--- config.mk ---
export PLATFORM = sky130hd
export DESIGN_NAME = mem_port_arb
export DESIGN_NICKNAME = d
export VERILOG_FILES = /design/src/rtl/mem_port_arb.sv
export SDC_FILE = /design/constraint.sdc
export NUM_CORES = 1
export LEC_CHECK = 0
export CORE_AREA = 2 2 152 154
export CTS_CLUSTER_SIZE = 24
export DETAILED_ROUTE_END_ITERATION = 10
export DIE_AREA = 0 0 154 156
export PLACE_DENSITY = 0.72
export RECOVER_POWER = 25
export SYNTH_ARGS = -nofsm -noshare
export SYNTH_HDL_FRONTEND = slang
export SYNTH_SLANG_ARGS = --single-unit
--- constraint.sdc ---
create_clock -name i_clk -period 7.9 [get_ports i_clk]
set_input_delay 1.58 -clock i_clk [delete_from_list [all_inputs] [get_ports i_clk]]
set_output_delay 1.58 -clock i_clk [all_outputs]
set_load 0.005 [all_outputs]
--- src/rtl/mem_port_arb.sv ---
// ============================================================================
// Module   : mem_port_arb
// Function : Four-way round-robin arbiter onto one memory read/write port,
//            with an in-order tag FIFO that steers returned read data back
//            to the requester that issued the read.
// Revision : 1.0 - initial release
// ============================================================================
`default_nettype none

module mem_port_arb #(
  parameter int ADDR_W    = 24,
  parameter int DATA_W    = 32,
  parameter int TAG_DEPTH = 8
) (
  input  logic                         i_clk,
  input  logic                         i_reset,        // synchronous, active-low
  input  logic [3:0]                   i_req,
  input  logic [3:0]                   i_req_we,
  input  logic [4*ADDR_W-1:0]          i_req_addr,
  input  logic [4*DATA_W-1:0]          i_req_wdata,
  output logic [3:0]                   o_gnt,
  output logic [3:0]                   o_rvalid,
  output logic [DATA_W-1:0]            o_rdata,
  output logic                         o_wr_en,
  output logic [ADDR_W-1:0]            o_wr_addr,
  output logic [DATA_W-1:0]            o_wr_data,
  output logic                         o_rd_en,
  output logic [ADDR_W-1:0]            o_rd_addr,
  input  logic                         i_wr_rdy,
  input  logic                         i_rd_rdy,
  input  logic                         i_rd_data_valid,
  input  logic [DATA_W-1:0]            i_rd_data,
  output logic [$clog2(TAG_DEPTH):0]   o_outstanding,
  output logic                         o_err
);

  localparam int c_PTR_W = $clog2(TAG_DEPTH);
  localparam int c_CNT_W = c_PTR_W + 1;

  logic [1:0]          r_ptr;
  logic [3:0]          r_gnt;
  logic [3:0]          r_rvalid;
  logic [DATA_W-1:0]   r_rdata;
  logic                r_wr_en;
  logic [ADDR_W-1:0]   r_wr_addr;
  logic [DATA_W-1:0]   r_wr_data;
  logic                r_rd_en;
  logic [ADDR_W-1:0]   r_rd_addr;
  logic [c_CNT_W-1:0]  r_outstanding;
  logic                r_err;
  logic [1:0]          r_tag [TAG_DEPTH];
  logic [c_PTR_W-1:0]  r_wptr;
  logic [c_PTR_W-1:0]  r_rptr;

  logic [3:0]          w_elig;
  logic                w_rd_room;
  logic                w_found;
  logic [1:0]          w_win;
  logic                w_push;
  logic                w_pop;
  logic [ADDR_W-1:0]   w_win_addr;
  logic [DATA_W-1:0]   w_win_wdata;

  // A read may only issue while the tag FIFO has a free slot.
  assign w_rd_room = (r_outstanding < c_CNT_W'(TAG_DEPTH));

  // The requester granted last cycle still shows its old command while it
  // sees gnt, so it is masked for one cycle to avoid a double grant.
  for (genvar gi = 0; gi < 4; gi++) begin : g_elig
    assign w_elig[gi] = i_req[gi] & ~r_gnt[gi] &
                        (i_req_we[gi] ? i_wr_rdy : (i_rd_rdy & w_rd_room));
  end

  // Round-robin search: first eligible requester at ptr, ptr+1, ... (mod 4).
  always_comb begin
    w_found = 1'b0;
    w_win   = 2'd0;
    for (int k = 0; k < 4; k++) begin
      if (!w_found && w_elig[r_ptr + 2'(k)]) begin
        w_found = 1'b1;
        w_win   = r_ptr + 2'(k);
      end
    end
  end

  assign w_win_addr  = i_req_addr[w_win*ADDR_W +: ADDR_W];
  assign w_win_wdata = i_req_wdata[w_win*DATA_W +: DATA_W];
  assign w_push      = w_found & ~i_req_we[w_win];
  // A return with nothing outstanding has no owner and is not popped.
  assign w_pop       = i_rd_data_valid & (r_outstanding != '0);

  // Grant, memory strobes and the held address/data fields.
  always_ff @(posedge i_clk) begin
    if (!i_reset) begin
      r_ptr     <= 2'd0;
      r_gnt     <= 4'd0;
      r_wr_en   <= 1'b0;
      r_wr_addr <= '0;
      r_wr_data <= '0;
      r_rd_en   <= 1'b0;
      r_rd_addr <= '0;
    end else begin
      r_gnt   <= w_found ? (4'b0001 << w_win) : 4'd0;
      r_wr_en <= w_found & i_req_we[w_win];
      r_rd_en <= w_push;
      if (w_found) begin
        r_ptr <= w_win + 2'd1;
        if (i_req_we[w_win]) begin
          r_wr_addr <= w_win_addr;
          r_wr_data <= w_win_wdata;
        end else begin
          r_rd_addr <= w_win_addr;
        end
      end
    end
  end

  // Tag FIFO pointers, occupancy count, read-return steering and sticky error.
  always_ff @(posedge i_clk) begin
    if (!i_reset) begin
      r_wptr        <= '0;
      r_rptr        <= '0;
      r_outstanding <= '0;
      r_rvalid      <= 4'd0;
      r_rdata       <= '0;
      r_err         <= 1'b0;
    end else begin
      if (w_push) r_wptr <= r_wptr + 1'b1;
      if (w_pop)  r_rptr <= r_rptr + 1'b1;
      if (w_push && !w_pop) begin
        r_outstanding <= r_outstanding + 1'b1;
      end else if (!w_push && w_pop) begin
        r_outstanding <= r_outstanding - 1'b1;
      end
      r_rvalid <= w_pop ? (4'b0001 << r_tag[r_rptr]) : 4'd0;
      if (w_pop) r_rdata <= i_rd_data;
      if (i_rd_data_valid && (r_outstanding == '0)) r_err <= 1'b1;
    end
  end

  // Tag storage; contents are meaningless once the pointers are reset.
  always_ff @(posedge i_clk) begin
    if (w_push) r_tag[r_wptr] <= w_win;
  end

  assign o_gnt         = r_gnt;
  assign o_rvalid      = r_rvalid;
  assign o_rdata       = r_rdata;
  assign o_wr_en       = r_wr_en;
  assign o_wr_addr     = r_wr_addr;
  assign o_wr_data     = r_wr_data;
  assign o_rd_en       = r_rd_en;
  assign o_rd_addr     = r_rd_addr;
  assign o_outstanding = r_outstanding;
  assign o_err         = r_err;

endmodule

`default_nettype wire

==> key figures <==
Global routing
  • Largest net degree at the start of global routing: between 90 and 100
  • First-pass GRT wire length: a little over 50 mm
  • Total overflow reported by the global router: 0
  • Initial antenna violation count: 0
  • Gr usage total: 26.4%
  • Vias in the first global route: 8816

Job
  • Max_cap viols: 1

Pwr
  • Clock share of power: between 20% and 30%
  • Pwr Density: 258 nW/um^2
  • VDD IR max: 0.125 mV
  • Combinational power share: 41.6%
  • Leakage: around 4.7 nW
  • Power share of the sequential group: 31.8%
  • Sw Ratio: a little over a third
  • Total power: 3.34 mW
  • Cell internal pwr: 2.14 mW
  • P_sw: around 1.2 mW

STA
  • Hold Vio Cnt, Final: 0
  • Hold_ws: 0.450 ns
  • Max-slew violation count: 37
  • Slew HR: -9.85%
  • Finish-stage setup viols: 0
  • Setup Skew: between 0.015 and 0.02 ns
  • Unrepaired setup endpoints after global routing: false
  • Peak Freq: around 170 MHz
  • Minimum clock period: 5.98 ns
  • Setup TNS: 0 ns
  • Period utilisation layout: 75.7%
  • Worst Tran Pin Value: roughly 1.6 ns

Clock tree
  • Hold Buf Count CTS: 0
  • Clk sinks: ~150
  • PostCTS Resize Cnt: 0
  • CTS Buffer Depth: 2
  • H-tree depth: 4
  • Worst-skew pair later-pin latency: between 0.4 and 0.5 ns
  • Setup bufs post-CTS: 0
  • Worst-path clk slew: about 0.060 ns
  • CTS tree: built
  • CTS Buf Count: 17
  • CTS Root Cell: clkbuf_16

Final layout
  • N_diodes: 0
  • Most frequent cells in the layout: 323 x clkdlybuf4s50_1, 138 x dfxtp_1, 120 x a21oi_1
  • FF+latch area: 3240 um^2
  • Area occupied by multi-input gates: 4470 um^2
  • Area grow syn2layout: 55.8%
  • Most common cell after layout, fill and taps aside: clkdlybuf4s50_1
  • Fraction of layout cells with a size suffix above 1: 5.35%
  • Total Nets Final: 1571
  • Final instance area: between 10000 and 15000 um^2
  • Filler cell count: 1978

Routing
  • Vias: 9274
  • 1st-iter DRT viols: 900
  • Drt wl/cell: 20.8 um
  • Met2 wire length: 15.6 mm
  • DR vias/cell: just under 6
  • Routed wire length: about 33 mm
  • Met3 Wirelength: between 2 and 3 mm
  • ANT nets after route: 0
  • Top sig layer: met4
  • Drt first pass iters: 5
  • Residual DRC: 0
  • DRT met1 WL: 13.9 mm

Worst hold path
  • Hold EP: o_rdata[24]
  • Hold Crit Start: o_rdata[24]
  • WHS Path Cells: 2
  • Worst hold path type: reg -> reg

Logic synthesis
  • Synth top area share: 33.3%
  • Yosys reg bits: 154
  • Async SR Flop Fraction: 0%
  • Mapped Nets: ~1300
  • Mapped cell area: 8290 um^2
  • Avg Synthesized Cell Area: 8.49 um^2
  • Synth top area cells: dfxtp_1 33%, a21oi_1 7.3%, o211ai_1 6.5%
  • Post-Syn Instances: 977
  • Post-synthesis sequential area ratio: 39.1%
  • Most used flip-flop cell after synthesis: dfxtp_1
  • Synth unique cells: 55
  • Synth area leader: dfxtp_1
  • Warnings, synthesis: 0
  • EDFF count, synth: 16

Critical path
  • Critical path data arrival time: around 6.3 ns
  • Startpoint Class: input port
  • RR Startpoint: o_outstanding[3]
  • Setup CP Type: in -> reg
  • Crit Path Max Fanout: 35
  • Worst R2R Setup Slack: 3.20 ns
  • Reg2reg end: o_outstanding[3]
  • Reg2Reg Depth: 16
  • Crit path capture type: flip-flop
  • Crit path required time: between 8 and 9 ns

Die
  • Die height: about 160 um
  • FP Rows: 55
  • Width of the die: 154 um
  • Initial Util: a little under two fifths
  • Die area: roughly 24000 um^2
  • Core area: 22400 um^2
  • Boundary Pins: 396

Placement
  • GP Congestion: 0.855
  • Number of port buffers: 395
  • Detailed placement HPWL: 22.7 mm
  • Placed Area: 12300 um^2

Outcome
  • Status: finished with violations
  • Failing checks: max-capacitance violations, max-slew violations
area by class of cell:
cell class	count	area share, %
Multi-Input combinational cell	678	34.6
Sequential cell	154	25.1
Clock inverter	13	1.38
Tap cell	285	2.76
Inverter	34	1.03
Timing Repair Buffer	411	31.6
Clock buffer	19	3.52
cell families after synthesis:
kind of cell    synth area share, %
flops                          39.1
xor+xnor                      0.528
buf+inv                        7.67
simple gates                   15.5
fa+ha+maj                     0.996
mux                            5.58
compound gates                 30.6
registers in the layout, indices dropped and copies added, names as in the netlist, 4 cells and up, named ones only:
register	count
o_wr_data	32
o_rd_addr	24
r_tag	16
o_outstanding	4
o_wr_addr	24
o_rvalid	4
o_rdata	32
o_gnt	4
worst max path at each step:
stage               slack, ns          endpoint   startpoint
floorplan                3.09  o_outstanding[3]  i_req_we[2]
global placement         1.70  o_outstanding[3]     i_rd_rdy
detailed placement       1.55  o_outstanding[3]  i_req_we[2]
CTS                      1.98  o_outstanding[3]  i_req_we[2]
global route             1.64  o_outstanding[3]     i_rd_rdy
finish                   1.92  o_outstanding[3]  i_req_we[2]
cells in the mapped netlist (all sizes together), types with 3 or more instances:
library cell	instances
a211o	3
a211oi	36
a21oi	121
a221o	33
a31oi	25
buf	49
clkbuf	62
dfxtp	138
edfxtp	16
ha	5
inv	33
mux2i	35
mux4	4
nand2	78
nand3	85
nand4	27
nor2	16
nor3	5
nor3b	3
nor4	26
nor4b	3
o211a	3
o211ai	73
o21ai	32
o31a	33
or3b	3
xnor2	3
power groups by stage:
stage,clock network (mW),registers (mW),logic (mW)
floorplan,0,1.07,0.774
global placement,0,1.08,1.39
detailed placement,0,1.08,1.40
CTS,0.903,1.06,1.41
global route,0.935,1.08,1.51
finish,0.888,1.06,1.39
worst max-delay path: stages:
cell	delay, ns
clkdlybuf4s50_1	0.54
or3b_1	0.44
a211oi_1	0.55
a211oi_1	0.26
o21ai_4	0.20
inv_2	0.24
and3_1	0.24
buf_4	0.24
nor2_1	0.40
inv_1	0.15
ha_1	0.25
inv_1	0.12
ha_1	0.24
a21o_1	0.17
a21oi_1	0.16
xnor2_1	0.09
or3_1	0.30
a21oi_1	0.14
through the flow:
stage	std cells	utilization [%]	setup slack [ns]
after floorplan	977	-	3.09
after global placement	1562	55.0	1.70
after detailed placement	1562	55.0	1.55
after CTS	1594	57.8	1.98
after global routing	1594	57.8	1.64
final	1594	57.8	1.92
layer usage:
layer / up-vias / global-route usage [%]
met1: 4326 / 34.9
met2: 503 / 42.3
met4: 0 / 9.61
met3: 67 / 6.00
met5: - / 0
li1: 4378 / -
Note: power is estimated with default switching activity, not from simulation.
==> RTL edit 1: new RTL, same settings <==
Set the parameter `TAG_DEPTH` to 16 (it was 8).
--- a/src/rtl/mem_port_arb.sv
+++ b/src/rtl/mem_port_arb.sv
@@ -10,7 +10,7 @@
 module mem_port_arb #(
   parameter int ADDR_W    = 24,
   parameter int DATA_W    = 32,
-  parameter int TAG_DEPTH = 8
+  parameter int TAG_DEPTH = 16
 ) (
   input  logic                         i_clk,
   input  logic                         i_reset,        // synchronous, active-low
Interface: changed (resized o_outstanding); port bits go from 396 to 397. No check against the original RTL was run, so the function may have changed too.
==> RTL edit 1 against the unedited design <==
  * Sequential cell count increased by 20
  * Routed wire length up 0.51%
  * Critical path depth shrank 1
  * Count of clock-buffer cells in the layout did not move
  * Total power grew 0.80%
  * Synthesized area up 11%
  * Core utilization rose by 3.8 points
  * Setup slack got worse by 0.12 ns
  * Clock power is 6.1% lower
  * The run still ends with max-capacitance violations, max-slew violations left
  * Fmax shrank 2.0%
  * Final area increased by 6.6%
  * Sequential power is 10% higher
  * Highest routed layer unchanged
==> RTL edit 1: results (changes against the unedited design) <==
[run_status]
status=finished with violations
violations=max-capacitance violations, max-slew violations

[synth]
synth_area_per_cell_um2=8.828  ; +4.0%
synthTopCellsByCount=142 x dfxtp_1, 127 x a21oi_1, 84 x nand3_1
synth_edf_count=32  ; +16
yosys.area_share.xor_xnor=0.006671  ; +0.001390
synth_nets=1320  ; +5.4%
muxShareOfSynthArea=0.06127  ; +0.005434
yosys.area_share.adder=0.01443  ; +0.004472

[sta]
slew_viol_final=38  ; +2.7%
worst_slack_ns=1.792  ; -0.1250 ns
clock_skew_ns=0.01711  ; +0.001084 ns
timing.hold.ws_ns=0.4505  ; +0.00007000 ns

[job]
max-cap-violations=1  ; unchanged

[placed_design]
gp_congestion=0.8173  ; -4.4%
hpwl_um=23120  ; +1.6%
place_inst=1623  ; +3.9%
pre_cts_ws_ns=1.400  ; -0.1550 ns

[worst_setup_path]
crit_arrival_ns=6.47  ; +0.14 ns
critPathSlowestCell=clkdlybuf4s50_1
critPathMaxFanout=31  ; -11%
reg2reg_from=o_outstanding[4]

[detailed_routing]
routed-via-count=9638  ; +3.9%
wire_per_inst_um=20.09  ; -3.2%

[min_path]
min_to=o_rdata[2]
min_from=o_rdata[2]

[grt]
grt_first_pass_wirelength_um=50650  ; +0.62%
grt_pass1_vias=9104  ; +3.3%

[power_and_ir_drop]
vdd_ir_drop_max_mv=0.1967  ; +57%
p_leak_nw=4.970  ; +6.0%

[cells_and_area]
drive_gt1_frac=0.05547  ; +0.001999

[RTL edit 1: cell type report]
type | instances | area [µm²] | area share
Inverter | 36 | 138.9 | 0.01009
Tap cell | 285 | 356.6 | 0.02590
Sequential cell | 174 | 3804 | 0.2763
Clock inverter | 13 | 118.9 | 0.008633
Timing Repair Buffer | 414 | 4095 | 0.2974
Clock buffer | 19 | 475.5 | 0.03453
Multi-Input combinational cell | 714 | 4780 | 0.3471
[RTL edit 1: logic make-up after synthesis]
family	count (synthesis)
AOI/OAI and AO/OA	377
and+or+nand+nor	275
DFF	174
buffers and inverters	153
muxes	45
adders and majority gates	10
xor gates and xnor gates	7
[RTL edit 1: routing by layer]
layer,track usage,up-vias,routed length [µm]
met5,0,-,0
met4,0.08055,0,705
met3,0.05694,52,2487
met2,0.4553,442,16310
met1,0.3381,4554,13750
li1,-,4590,-
[RTL edit 1: power by group]
group          total [mW]  switching, mW  internal [mW]
Combinational        1.36          0.705          0.655
Clock               0.834          0.382          0.453
Sequential           1.17          0.107           1.06
==> RTL edit 2: new RTL, same settings <==
Without the edit above. Make the reset (`i_reset`) asynchronous in 2 clocked blocks.
--- a/src/rtl/mem_port_arb.sv
+++ b/src/rtl/mem_port_arb.sv
@@ -90,7 +90,7 @@
   assign w_pop       = i_rd_data_valid & (r_outstanding != '0);
 
   // Grant, memory strobes and the held address/data fields.
-  always_ff @(posedge i_clk) begin
+  always_ff @(posedge i_clk or negedge i_reset) begin
     if (!i_reset) begin
       r_ptr     <= 2'd0;
       r_gnt     <= 4'd0;
@@ -116,7 +116,7 @@
   end
 
   // Tag FIFO pointers, occupancy count, read-return steering and sticky error.
-  always_ff @(posedge i_clk) begin
+  always_ff @(posedge i_clk or negedge i_reset) begin
     if (!i_reset) begin
       r_wptr        <= '0;
       r_rptr        <= '0;
Check against the original RTL: differs if i_reset is asserted again (counterexample within 4 cycles, from zero or initial values and one cycle with i_reset low); with i_reset held inactive, the same outputs for 4 cycles.
==> RTL edit 2 against the unedited design <==
  * Critical path type is now input port to async pin
  * Cell count down 18%
  * Final area fell by 0.42%
  * Sequential cell count shrank 3
  * Total power up 24%
  * Routed wire length shrank 33%
  * Setup slack gained 0.36 ns
  * Critical endpoint is now o_wr_addr[6]
  * Synthesized area decreased by 3.2%
  * The run still ends with max-capacitance violations, max-slew violations left
  * Largest cell class is now non-clock buffers
==> RTL edit 2: results (changes against the unedited design) <==
[clocking]
cts_buffer_depth=2  ; unchanged
path_clk_slew_ns=0.06  ; about the same
h-tree-depth=4  ; unchanged
post_cts_buffers=0  ; unchanged
cts-root-buf=clkbuf_16
clk-insertion-delay-late_ns=0.42
numCtsBuffers=17  ; unchanged
cts_resized=0  ; unchanged

[placed_design]
hpwl_um=17110  ; -25%
place_inst=1271  ; -19%
portBuffers=395  ; unchanged
gp_congestion=0.7634  ; -11%

[detailed_routing]
initialDrtViolationCount=280  ; -69%
firstDrtPassIters=4  ; -1
wirelength_um=22150  ; -33%
wire_per_inst_um=17.00  ; -18%
vias_per_cell=4.750  ; -18%

[job]
max-cap-violations=2  ; +1

[grt]
grt_max_degree=76  ; -21%
grt_use_total=0.1835  ; -0.08077
antenna_found_initial=0  ; unchanged
grt_first_pass_wirelength_um=34420  ; -32%
grt_pass1_vias=6532  ; -26%

[worst_setup_path]
critPathCapture=o_wr_addr[6]
ff2ff_path_depth=16  ; unchanged
critPathSlowestCell=clkbuf_1
cp_slowest_stage_delay_ns=2.76  ; +2.21 ns
crit_family=buffers and inverters
timing.rr.end=o_outstanding[3]
regToRegSetupSlack_ns=3.47  ; +0.27 ns
reg2reg_from=o_outstanding[3]
crit_arrival_ns=5.87  ; -0.46 ns
critPathMaxFanout=75  ; +110%
crit_start=i_reset

[power_and_ir_drop]
vdd_ir_drop_max_mv=0.1185  ; -5.5%
power.share.switching=0.3167  ; -0.04157
p_leak_nw=5.465  ; +17%

[run_status]
violations=max-capacitance violations, max-slew violations
status=finished with violations

[sta]
slew_viol_final=138  ; +270%
clock_skew_ns=0.01412  ; -0.001901 ns
tightest_slew_ns=4.017  ; +2.370 ns

[synth]
ys.warnings.count=0  ; unchanged
synth-seq-area-share=0.4807  ; +0.08955
synth_cell_type_count=45  ; -18%
synthFlopType=dfrtp_1
async_reset_ff_frac=0.8940  ; +0.8940
synthTopCellsByArea=dfrtp_1 42%, mux2i_1 24%, mux2_2 12%
synth_edf_count=16  ; unchanged
synth_area_per_cell_um2=12.95  ; +53%
synth_nets=899  ; -28%
synthTopCellsByCount=194 x mux2i_1, 135 x dfrtp_1, 88 x mux2_2

[min_path]
hp-class=flop to flop

[cells_and_area]
diodes=0  ; unchanged
drive_gt1_frac=0.1434  ; +0.08994
fillerInstances=1876  ; -5.2%

RTL edit 2: cell types whose count changed after synthesis, moves of 35 or more:
| cell | delta |
|---|---|
| a211oi_1 | -35 |
| a21oi_1 | -116 |
| clkbuf_1 | -55 |
| dfrtp_1 | +135 |
| dfxtp_1 | -138 |
| mux2_2 | +86 |
| mux2i_1 | +159 |
| nand2_1 | -72 |
| nand3_1 | -85 |
| o211ai_1 | -72 |
RTL edit 2: worst register-to-register path, stage by stage (launching register included):
cell	delay, ns
dfrtp_1	0.47
or3b_1	0.44
a211oi_2	0.34
nor3_1	0.10
o32a_2	0.70
nor2_1	0.31
a22oi_4	0.12
inv_2	0.09
buf_4	0.42
ha_1	0.28
inv_1	0.09
ha_1	0.28
a21o_1	0.17
a21oi_1	0.16
xnor2_1	0.13
nor2_1	0.06
xor2_1	0.14
RTL edit 2: power groups by stage:
| stage | Combinational (mW) | Sequential, mW | Clock, mW |
|---|---|---|---|
| after global routing | 2.08 | 1.37 | 0.947 |
| after global placement | 1.94 | 1.32 | 0 |
| after detailed placement | 1.96 | 1.33 | 0 |
| after floorplan | 0.986 | 1.32 | 0 |
| final | 1.92 | 1.32 | 0.887 |
| after CTS | 1.97 | 1.32 | 0.911 |
RTL edit 2: layout make-up:
class	instances	area, µm²	share of cell area
Inverter	57	214.0	0.01663
Tap cell	285	356.6	0.02771
Multi-Input combinational cell	377	3795	0.2949
Clock buffer	18	450.4	0.03501
Sequential cell	151	3859	0.2999
Clock inverter	14	202.7	0.01575
Timing Repair Buffer	401	3990	0.3101
RTL edit 2: worst min-delay path by stage:
stage                     slack, ns     to  depth (start not counted)  start
after global routing           0.49  o_err                          1  o_err
after global placement         0.44  o_err                          1  o_err
after detailed placement       0.46  o_err                          1  o_err
after floorplan                0.45  o_err                          1  o_err
final                          0.47  o_err                          1  o_err
after CTS                      0.47  o_err                          1  o_err
RTL edit 2: metrics by stage:
step	area [µm²]	total power [mW]	util	hold WS (ns)	worst slack (ns)
floorplan	8028	2.304	-	0.4510	3.052
global placement	12220	3.255	0.5466	0.4401	2.022
detailed placement	12220	3.292	0.5466	0.4593	1.861
CTS	12880	4.202	0.5758	0.4738	2.298
global route	12870	4.395	0.5753	0.4852	1.219
finish	12870	4.130	0.5753	0.4701	2.279
RTL edit 2: cells by family (layout without fill, tap and decap cells):
logic type	after synthesis	in the layout	share of synthesized area
mux	293	293	0.3893
buf+inv	92	490	0.04925
fa+ha+maj	10	10	0.01652
simple gates	44	44	0.03320
compound gates	22	22	0.02229
xor+xnor	8	8	0.008729
flops	151	151	0.4807
RTL edit 2: routing by layer:
metal	track usage	vias to the layer above	wire length [µm]
met3	0.05333	32	1479
met2	0.3378	224	11770
met1	0.1988	2966	8354
li1	-	2967	-
met4	0.07165	0	550
met5	0	-	0
